<file path="config.mk">
export PLATFORM = sky130hd
export DESIGN_NAME = led_bank_arbiter
export DESIGN_NICKNAME = d
export VERILOG_FILES = /design/src/rtl/led_bank_arbiter_pkg.sv /design/src/rtl/led_bank_arbiter_tick.sv /design/src/rtl/led_bank_arbiter.sv
export SDC_FILE = /design/constraint.sdc
export NUM_CORES = 1
export LEC_CHECK = 0
export CAP_MARGIN = 0
export CELL_PAD_IN_SITES_DETAIL_PLACEMENT = 1
export CELL_PAD_IN_SITES_GLOBAL_PLACEMENT = 1
export CORE_MARGIN = 4
export CORE_UTILIZATION = 37
export DETAILED_ROUTE_END_ITERATION = 8
export PLACE_DENSITY_LB_ADDON = 0.05
export SYNTH_ARGS = -nofsm -noshare
export SYNTH_HDL_FRONTEND = slang
export SYNTH_SLANG_ARGS = --single-unit
</file>
<file path="constraint.sdc">
create_clock -name clk -period 8.5 [get_ports clk]
set_clock_uncertainty 0.05 [all_clocks]
set_input_delay 2.125 -clock clk [delete_from_list [all_inputs] [get_ports clk]]
set_output_delay 2.125 -clock clk [all_outputs]
set_load 0.01 [all_outputs]
</file>
<file path="src/rtl/led_bank_arbiter_pkg.sv">
// Shared types and helpers for the LED bank arbiter.
// State encoding, requester count and round-robin search.
package led_bank_arbiter_pkg;

   localparam int NREQ = 3;

   typedef enum logic {
      IDLE = 1'b0,
      OWN  = 1'b1
   } state_t;

   // First set bit of req found after index from, wrapping; from itself is last.
   function automatic logic [1:0] rr_next(
      input logic [NREQ-1:0] req,
      input logic [1:0]      from
   );
      logic [1:0] idx;
      rr_next = from;
      for (int k = NREQ; k >= 1; k--) begin
         idx = 2'((int'(from) + k) % NREQ);
         if (req[idx]) rr_next = idx;
      end
   endfunction

   function automatic logic [NREQ-1:0] onehot(input logic [1:0] idx);
      onehot = NREQ'(1) << idx;
   endfunction

endpackage

</file>
<file path="src/rtl/led_bank_arbiter_tick.sv">
// Free-running prescaler producing a one-cycle hold tick.
// Never re-phased by arbitration activity.
module tick_gen #(
   parameter int TICK_DIV = 250000
) (
   input  logic clk,
   input  logic rst,
   output logic tick
);

   localparam int CW = (TICK_DIV > 1) ? $clog2(TICK_DIV) : 1;

   logic [CW-1:0] cnt;

   assign tick = (cnt == CW'(TICK_DIV - 1));

   always_ff @(posedge clk) begin
      if (rst) begin
         cnt <= '0;
      end else if (tick) begin
         cnt <= '0;
      end else begin
         cnt <= cnt + 1'b1;
      end
   end

endmodule

</file>
<file path="src/rtl/led_bank_arbiter.sv">
// Round-robin owner of a 4-LED bank shared by three requesters.
// Owner holds for HOLD_TICKS ticks before contenders may take over.
module led_bank_arbiter
   import led_bank_arbiter_pkg::*;
#(
   parameter int TICK_DIV   = 250000,
   parameter int HOLD_TICKS = 4
) (
   input  logic            clk,
   input  logic            rst,
   input  logic [NREQ-1:0] req,
   input  logic [3:0]      pat0,
   input  logic [3:0]      pat1,
   input  logic [3:0]      pat2,
   output logic [NREQ-1:0] grant,
   output logic            busy,
   output logic            led1,
   output logic            led2,
   output logic            led3,
   output logic            led4
);

   localparam int HW = (HOLD_TICKS > 0) ? $clog2(HOLD_TICKS + 1) : 1;

   state_t          state;
   logic [1:0]      owner;
   logic [1:0]      last;
   logic [HW-1:0]   hold_cnt;
   logic [3:0]      leds;
   logic            tick;
   logic            expired;
   logic [NREQ-1:0] others;
   logic [1:0]      pick;
   logic [1:0]      nxt;
   logic [3:0]      pats [NREQ];

   tick_gen #(
      .TICK_DIV(TICK_DIV)
   ) u_tick (
      .clk (clk),
      .rst (rst),
      .tick(tick)
   );

   assign pats[0] = pat0;
   assign pats[1] = pat1;
   assign pats[2] = pat2;

   assign {led4, led3, led2, led1} = leds;

   // Registered compare: the tick that saturates the count cannot switch.
   assign expired = (hold_cnt == HW'(HOLD_TICKS));
   assign others  = req & ~grant;
   assign pick    = rr_next(req, last);
   assign nxt     = rr_next(others, owner);

   always_ff @(posedge clk) begin
      if (rst) begin
         state    <= IDLE;
         owner    <= 2'd0;
         last     <= 2'd2;
         grant    <= '0;
         busy     <= 1'b0;
         hold_cnt <= '0;
         leds     <= '0;
      end else begin
         unique case (state)
            IDLE: begin
               if (|req) begin
                  state    <= OWN;
                  owner    <= pick;
                  last     <= pick;
                  grant    <= onehot(pick);
                  busy     <= 1'b1;
                  hold_cnt <= '0;
                  leds     <= pats[pick];
               end
            end
            OWN: begin
               if (!req[owner]) begin
                  state    <= IDLE;
                  grant    <= '0;
                  busy     <= 1'b0;
                  hold_cnt <= '0;
                  leds     <= '0;
               end else if (expired && (|others)) begin
                  owner    <= nxt;
                  last     <= nxt;
                  grant    <= onehot(nxt);
                  hold_cnt <= '0;
                  leds     <= pats[nxt];
               end else begin
                  leds <= pats[owner];
                  if (tick && !expired) begin
                     hold_cnt <= hold_cnt + 1'b1;
                  end
               end
            end
            default: begin
               state <= IDLE;
               grant <= '0;
               busy  <= 1'b0;
               leds  <= '0;
            end
         endcase
      end
   end

endmodule

</file>
==> results of run 1 <==
[per-layer routing]
layer,GRT usage,vias up,share of wire
met5,0,-,0
met2,0.2795,27,0.47
li1,-,1077,-
met1,0.2294,1039,0.48
met3,0.05268,11,0.032
met4,0.04881,0,0.017
[cells by family (layout without fill, tap and decap cells)]
group | count (synthesis) | in the layout | synth area share
and+or+nand+nor | 127 | 127 | 0.2687
AOI/OAI and AO/OA | 68 | 68 | 0.2147
DFF | 33 | 33 | 0.2820
buffers and inverters | 32 | 46 | 0.06517
muxes | 16 | 16 | 0.06891
xor gates and xnor gates | 14 | 14 | 0.05235
adders and majority gates | 9 | 9 | 0.04808
[flip-flops by register name (all words and copies together), names as in the netlist]
signal and cells:
busy 1, grant 3, hold_cnt 3, last 1, leds 4, owner 2
state 1, u_tick.cnt 18
[critical path: stages]
cell and delay [ns]:
clkdlybuf4s50_1 0.79, or3b_4 0.47, a41oi_2 0.20, o22a_2 0.18, o31ai_4 0.13, and3b_1 0.21
or2_1 0.26, a221o_1 0.33
[stage by stage]
| step | setup WS [ns] | instance area, sq um |
|---|---|---|
| global placement | 3.701 | 2576 |
| floorplan | 4.596 | 2342 |
| detailed placement | 3.652 | 2576 |
| global route | 3.727 | 2691 |
| CTS | 3.975 | 2691 |
| finish | 3.917 | 2691 |
[report_power, final]
group	internal (mW)	switching (mW)
sequential	0.176	0.0337
combinational	0.166	0.198
clock	0.0877	0.0646
total	0.430	0.297
[path summary, 6_finish.rpt]
kind | startpoint | to | slack [ns]
hold reg to reg | u_tick.cnt[0] | u_tick.cnt[0] | 0.41
hold / removal | u_tick.cnt[0] | u_tick.cnt[0] | 0.41
setup / recovery | req[1] | leds[1] | 3.92
setup reg to reg | owner[0] | leds[3] | 5.18
[cell type report]
cell class | count | area (sq um)
repair buffers | 24 | 240.2
inverters | 14 | 52.55
clock buffers | 5 | 68.82
clock inverters | 3 | 46.29
fillers | 733 | 3334
flip-flops and latches | 33 | 660.6
well taps | 75 | 93.84
multi-input cells | 234 | 1529
[cell usage in the layout, fill, tap and decap left out, types with 6 or more instances in the layout]
| cell | instances |
|---|---|
| xor2_1 | 9 |
| ha_1 | 9 |
| o21ai_0 | 10 |
| dfxtp_1 | 33 |
| o211ai_1 | 6 |
| nand2_1 | 22 |
| a221o_1 | 6 |
| mux2i_1 | 15 |
| clkdlybuf4s50_1 | 24 |
| a21oi_1 | 15 |
| inv_1 | 14 |
| nor2_1 | 51 |
| nand2b_1 | 6 |
| nor3_1 | 7 |
| nand3_1 | 7 |
==> results.py, run 1 <==
metrics = {
    "yosys": {
        "synth_area_leaders": "dfxtp_1 (28%), nor2_1 (8.2%), mux2i_1 (6.4%)",
        "ys_types": 55,
        "synth_most_common_cell": "nor2_1",
        "yosysSeqAreaShare": 0.2821,
        "async_flop_share": 0,
        "syn_area_per_cell_sq_um": 7.834,
        "syn_inst": 299,
        "synth_common_cells": "nor2_1 (51), dfxtp_1 (33), nand2_1 (22)",
        "syn-num-nets": 325,
        "synth_flop_cell": "dfxtp_1",
        "yosys.area.top_type": "dfxtp_1",
        "synth_edf_count": 0,
        "ys_ff_latch": 33,
        "synth_top_area_frac": 0.2821,
        "ys_warn_count": 0,
        "synth_area_sq_um": 2342,
    },
    "cts": {
        "cts.clk_slew.worst_paths_ns": 0.08,
        "clock-root-buffer": "clkbuf_8",
        "hold_buffers": 0,
        "cts.path.max_buffers": 2,
        "cts_sinks": 33,
        "cts_buffers": 5,
        "cts_tree": "done",
        "cts_max_level": 2,
        "post_cts_buffers": 0,
        "cts_resized": 0,
        "clk_latency_ns": 0.29,
    },
    "critical_path": {
        "end_kind": "flip-flop",
        "crit_type": "input pin to flip-flop",
        "worst_setup_path_start_kind": "input pin",
        "worstRegToRegCells": 9,
        "path_max_fanout": 13,
        "arrival_ns": 4.72,
        "cp.required_ns": 8.63,
    },
    "timing": {
        "hold_ws_ns": 0.4139,
        "setup_viol": 0,
        "final.setup.tns_ns": 0,
        "rsz0062_at_grt": "no",
        "worst_pin_slew_ns": 0.7138,
        "max_freq_mhz": 218.2,
        "min_period_ns": 4.583,
        "finalHoldViolations": 0,
        "report.final.slew_viol_count": 0,
        "relSlewSlack": 0.5227,
        "post-route-period-util": 0.5391,
    },
    "final_layout": {
        "antennaDiodeCount": 0,
        "fin_nets": 338,
        "area_delta_synth_final_pct": 14.90,
        "drive_above_1_share": 0.06070,
        "final_util": 0.4466,
        "final_cells": 388,
    },
    "power": {
        "powerDensity_nw_per_um2": 269.9,
        "vdd_drop_max_v": 0.00009043,
        "power.total_mw": 0.7265,
        "p_leak_nw": 0.9929,
    },
    "placed_design": {
        "gp_congestion": 0.8424,
        "io_buffers": 24,
        "dp.cells": 380,
        "dp_hpwl_microns": 4481,
    },
    "floorplan": {
        "start_util": 0.3887,
        "core-area_sq_um": 6026,
        "placementRows": 28,
        "die-area_sq_um": 7668,
        "ioPinCount": 25,
        "die_x_microns": 87.57,
        "fp.dieH_microns": 87.57,
    },
    "routing": {
        "wl_per_cell_microns": 16.08,
        "dr.pass1.iters": 4,
        "avgViaCountPerCell": 5.552,
        "drt_iter0_drc": 93,
        "routed_wl_microns": 6240,
        "drc": 0,
        "final_antenna_net_count": 0,
        "vias": 2154,
    },
    "global_routing": {
        "grt_pass1_wl_microns": 10570,
        "track_usage": 0.1750,
        "grt_pass1_vias": 2141,
        "antenna_found_initial": 0,
        "grt_max_degree": 19,
        "overflow": 0,
    },
    "min_path": {
        "hold_depth": 1,
        "hold_class": "flip-flop to flip-flop",
    },
    "run": {
        "max-cap-violations": 0,
    },
    "run_status": {
        "status": "completed",
    },
}
Power figures use the tool's default switching activity.
==> run 2, diff against run 1 <==
==> constraint.sdc (replaced) <==
create_clock -name clk -period 3.7 [get_ports clk]
set_clock_uncertainty 0.05 [all_clocks]
set_input_delay 0.925 -clock clk [delete_from_list [all_inputs] [get_ports clk]]
set_output_delay 0.925 -clock clk [all_outputs]
set_load 0.01 [all_outputs]
==> results.py, run 2 (synthesized netlist as in run 1, its figures left out) <==
metrics = {
    "floorplan": {
        "placementRows": 28,
        "die-area_sq_um": 7668,
        "die_x_microns": 87.57,
        "ioPinCount": 25,
        "core-area_sq_um": 6026,
        "start_util": 0.3887,
        "fp.dieH_microns": 87.57,
    },
    "timing": {
        "report.final.slew_viol_count": 0,
        "min_period_ns": 3.160,
        "rsz0062_at_grt": "no",
        "max_freq_mhz": 316.5,
        "setup_viol": 0,
        "final.setup.tns_ns": 0,
        "relSlewSlack": 0.6733,
        "post-route-period-util": 0.8539,
        "finalHoldViolations": 0,
        "worst_pin_slew_ns": 0.4882,
    },
    "cts": {
        "cts_buffers": 5,
        "cts_max_level": 2,
        "clk_latency_ns": 0.28,
        "clock-root-buffer": "clkbuf_8",
        "cts_resized": 0,
        "hold_buffers": 0,
        "post_cts_buffers": 0,
        "cts.path.max_buffers": 2,
        "cts_sinks": 33,
        "cts_tree": "done",
        "cts.clk_slew.worst_paths_ns": 0.07,
    },
    "global_routing": {
        "track_usage": 0.1728,
        "overflow": 0,
        "antenna_found_initial": 0,
        "grt_pass1_wl_microns": 10650,
        "grt_max_degree": 18,
        "grt_pass1_vias": 2225,
    },
    "routing": {
        "drc": 0,
        "routed_wl_microns": 6217,
        "drt_iter0_drc": 73,
        "wl_per_cell_microns": 15.54,
        "avgViaCountPerCell": 5.498,
        "vias": 2199,
        "dr.pass1.iters": 4,
        "final_antenna_net_count": 0,
    },
    "critical_path": {
        "end_kind": "flip-flop",
        "path_max_fanout": 8,
        "worst_setup_path_start_kind": "input pin",
        "arrival_ns": 3.28,
        "crit_type": "input pin to flip-flop",
        "cp.required_ns": 3.82,
    },
    "power": {
        "powerDensity_nw_per_um2": 614.9,
        "power.total_mw": 1.708,
        "vdd_drop_max_v": 0.0003149,
        "p_leak_nw": 1.055,
    },
    "final_layout": {
        "drive_above_1_share": 0.09538,
        "reg_top3": "u_tick.cnt: 18 flops, leds: 4 flops",
        "area_delta_synth_final_pct": 18.59,
        "fin_nets": 351,
        "max_flop_register": "u_tick.cnt",
        "mostFrequentLayoutCell": "nor2_1",
        "antennaDiodeCount": 0,
        "final_cells": 400,
        "largest_reg_flops": 18,
        "mostFrequentLayoutCells": "nor2_1 (51), dfxtp_1 (33), clkdlybuf4s50_1 (24)",
        "final.fill_count": 740,
    },
    "placed_design": {
        "dp_hpwl_microns": 4769,
        "gp_congestion": 0.7954,
        "dp.cells": 393,
        "io_buffers": 24,
    },
    "min_path": {
        "hold_class": "flip-flop to flip-flop",
    },
    "run": {
        "max-cap-violations": 0,
    },
    "run_status": {
        "status": "completed",
    },
}
run 2: changes by cell type in the layout (fill, tap and decap cells not counted), sizes merged:
cell,change
clkinvlp,-1
buf,+13
run 2: path summary, 6_finish.rpt:
check | end | from | slack, ns | cells past startpoint
hold reg to reg | u_tick.cnt[0] | u_tick.cnt[0] | 0.40 | 1
hold / removal | u_tick.cnt[0] | u_tick.cnt[0] | 0.40 | 1
setup reg to reg | leds[1] | owner[0] | 0.71 | 10
setup / recovery | leds[1] | req[1] | 0.54 | 9
run 2: area by class of cell:
class                           instances  area (sq um)  area share
Clock inverter                          2         35.03     0.01261
Inverter                               14         52.55     0.01892
Sequential cell                        33         660.6      0.2378
Timing Repair Buffer                   37         337.8      0.1216
Multi-Input combinational cell        234          1529      0.5505
Tap cell                               75         93.84     0.03378
Clock buffer                            5         68.82     0.02477
run 2: metal layers:
layer | global-route usage | share of wire
met3 | 0.02634 | 0.026
met1 | 0.2136 | 0.47
met2 | 0.3130 | 0.50
met5 | 0 | 0
met4 | 0.04184 | 0.0080
run 2: through the flow:
stage                     setup WS (ns)  area (sq um)  utilization  hold slack [ns]
final                            0.5405          2778       0.4610           0.3998
after global routing             0.3792          2778       0.4610           0.4447
after global placement           0.2880          2674       0.4437           0.3813
after CTS                        0.5407          2778       0.4610           0.4022
after detailed placement         0.2412          2674       0.4437           0.3928
after floorplan                  0.9240          2342            -           0.3675
run 2: worst max-delay path, stage by stage:
cell	delay, ns
clkdlybuf4s50_1	0.55
buf_4	0.23
mux2i_1	0.17
o211ai_1	0.11
a211oi_2	0.27
nor3_1	0.11
and2_1	0.24
a221o_1	0.31
a221o_1	0.35
run 2: where the power goes:
| part | leakage, nW | switching [mW] | internal [mW] | total [mW] |
|---|---|---|---|---|
| sequential | 0.269 | 0.0526 | 0.404 | 0.457 |
| clock | 0.0540 | 0.135 | 0.196 | 0.330 |
| combinational | 0.732 | 0.489 | 0.432 | 0.921 |
| total | 1.06 | 0.676 | 1.03 | 1.71 |
==> run 3, diff against run 2 <==
--- a/config.mk
+++ b/config.mk
@@ -11,7 +11,8 @@
 export CORE_MARGIN = 4
 export CORE_UTILIZATION = 37
 export DETAILED_ROUTE_END_ITERATION = 8
-export PLACE_DENSITY_LB_ADDON = 0.05
+export PLACE_DENSITY = 0.73
 export SYNTH_ARGS = -nofsm -noshare
 export SYNTH_HDL_FRONTEND = slang
 export SYNTH_SLANG_ARGS = --single-unit
+export TNS_END_PERCENT = 10
==> constraint.sdc (replaced) <==
create_clock -name clk -period 3 [get_ports clk]
set_clock_uncertainty 0.05 [all_clocks]
set_input_delay 0.75 -clock clk [delete_from_list [all_inputs] [get_ports clk]]
set_output_delay 0.75 -clock clk [all_outputs]
set_load 0.01 [all_outputs]
==> results.py, run 3 (synthesized netlist as in run 1, its figures left out) <==
metrics = {
    "run_status": {
        "status": "completed",
    },
    "final_layout": {
        "final_util": 0.4792,
        "reg_top3": "u_tick.cnt: 18 flops, leds: 4 flops",
        "mostFrequentLayoutCell": "nor2_1",
        "fin_nets": 367,
        "drive_above_1_share": 0.1433,
        "max_flop_register": "u_tick.cnt",
        "largest_reg_flops": 18,
        "final_cells": 417,
        "antennaDiodeCount": 0,
        "area_delta_synth_final_pct": 23.29,
        "final.fill_count": 752,
        "fin_area_sq_um": 2888,
        "mostFrequentLayoutCells": "nor2_1 (51), dfxtp_1 (33), buf_4 (29)",
    },
    "global_routing": {
        "grt_max_degree": 18,
        "grt_pass1_wl_microns": 10850,
        "overflow": 0,
        "grt_pass1_vias": 2320,
        "track_usage": 0.1766,
        "antenna_found_initial": 0,
    },
    "timing": {
        "hold_ws_ns": 0.4014,
        "rsz0062_at_grt": "no",
        "min_period_ns": 2.808,
        "report.final.slew_viol_count": 0,
        "setup_ws_ns": 0.1922,
        "relSlewSlack": 0.6776,
        "worst_pin_slew_ns": 0.4818,
        "post-route-period-util": 0.9359,
        "finalHoldViolations": 0,
        "max_freq_mhz": 356.2,
        "setup_viol": 0,
    },
    "floorplan": {
        "die-area_sq_um": 7668,
        "start_util": 0.3887,
        "ioPinCount": 25,
        "placementRows": 28,
        "fp.dieH_microns": 87.57,
        "die_x_microns": 87.57,
        "core-area_sq_um": 6026,
    },
    "power": {
        "pwr-share-seq": 0.267,
        "switchingPower_mw": 0.8605,
        "powerDensity_nw_per_um2": 737.5,
        "vdd_drop_max_v": 0.0002586,
        "internal_power_mw": 1.269,
        "p_leak_nw": 1.141,
        "clkPwrFrac": 0.156,
        "combPwrFrac": 0.577,
        "switching_share": 0.4040,
    },
    "placed_design": {
        "gp_congestion": 0.8515,
        "dpl_cell_area_sq_um": 2794,
        "io_buffers": 24,
        "post-place-ws_ns": -0.1996,
        "dp_hpwl_microns": 4864,
        "dp.cells": 409,
    },
    "critical_path": {
        "r2r_slack_ns": 0.20,
        "cp.required_ns": 3.13,
        "critPathSlowestCell": "clkdlybuf4s50_1",
        "reg2reg_from": "owner[0]",
        "path_max_fanout": 10,
        "cp_num_buf_inv": 2,
        "worst_setup_path_start_kind": "input pin",
        "crit_family": "compound AO/OA/AOI/OAI gates",
        "crit_type": "input pin to flip-flop",
        "arrival_ns": 2.93,
        "r2r-end": "leds[2]",
        "worstRegToRegCells": 10,
        "worstPathCellList": "clkdlybuf4s50_1 -> buf_4 -> nor3b_2 -> a311oi_2 -> o21ai_0 -> o221ai_2 -> and3b_1 -> or2_1 -> a221o_1",
        "end_kind": "flip-flop",
        "max_stage_delay_ns": 0.39,
    },
    "min_path": {
        "hold_depth": 1,
        "min-delay-start": "u_tick.cnt[0]",
        "min_delay_worst_endpoint": "u_tick.cnt[0]",
        "hold_class": "flip-flop to flip-flop",
    },
    "cts": {
        "post_cts_buffers": 0,
        "cts.clk_slew.worst_paths_ns": 0.07,
        "cts_max_level": 2,
        "cts_buffers": 5,
        "cts_sinks": 33,
        "cts.path.max_buffers": 2,
        "clock-root-buffer": "clkbuf_8",
        "cts_resized": 0,
        "cts_tree": "done",
        "clk_latency_ns": 0.29,
        "hold_buffers": 0,
    },
    "routing": {
        "avgViaCountPerCell": 5.369,
        "dr.pass1.iters": 4,
        "wl_per_cell_microns": 15.45,
        "drt_iter0_drc": 65,
        "vias": 2239,
        "drc": 0,
        "final_antenna_net_count": 0,
        "routed_wl_microns": 6441,
    },
    "run": {
        "max-cap-violations": 0,
    },
}
run 3: final cells by class:
cell class / instances / area (sq um) / share of cell area
well taps: 75 / 93.84 / 0.03250
clock buffers: 5 / 68.82 / 0.02383
inverters: 14 / 52.55 / 0.01820
flip-flops and latches: 33 / 660.6 / 0.2288
multi-input cells: 234 / 1531 / 0.5303
clock inverters: 3 / 17.52 / 0.006066
repair buffers: 53 / 462.9 / 0.1603
run 3: per-stage QoR:
stage                     power [mW]  setup TNS, ns
final                          2.130              0
after global routing           2.292              0
after floorplan                1.351              0
after CTS                      2.146              0
after detailed placement       1.793         -1.084
after global placement         1.779        -0.6020
run 3: worst register-to-register path, cell delays in order (launching register included):
cell	delay [ns]
dfxtp_1	0.44
inv_1	0.13
ha_2	0.45
mux2i_1	0.27
o22ai_1	0.11
a21oi_1	0.16
nor2_1	0.09
nor3b_1	0.14
buf_4	0.16
a221o_1	0.34
a221o_1	0.35
run 3: worst max-delay path by stage:
stage          startpoint  endpoint  slack [ns]  cells after the start
3_5_place_dp       req[2]   leds[0]       -0.20                      9
2_1_floorplan    owner[0]   leds[0]        0.22                     11
4_1_cts            req[2]   leds[2]         0.1                      9
6_report           req[0]   leds[0]        0.19                      9
3_3_place_gp       req[2]   leds[1]       -0.16                      9
5_1_grt          owner[0]   leds[2]        0.02                      9
run 3: per-layer routing:
| layer | wire (microns) | share of wire | vias up | GRT usage |
|---|---|---|---|---|
| met2 | 3142 | 0.49 | 33 | 0.3137 |
| met5 | 0 | 0 | - | 0 |
| met4 | 84 | 0.013 | 0 | 0.05300 |
| li1 | - | - | 1132 | - |
| met3 | 160 | 0.025 | 9 | 0.02634 |
| met1 | 3054 | 0.47 | 1065 | 0.2197 |
run 3: power by group through the flow:
stage / clock network [mW] / registers (mW) / logic [mW]
detailed placement: 0 / 0.578 / 1.21
CTS: 0.352 / 0.568 / 1.23
floorplan: 0 / 0.571 / 0.779
global route: 0.366 / 0.577 / 1.35
finish: 0.332 / 0.569 / 1.23
global placement: 0 / 0.579 / 1.20
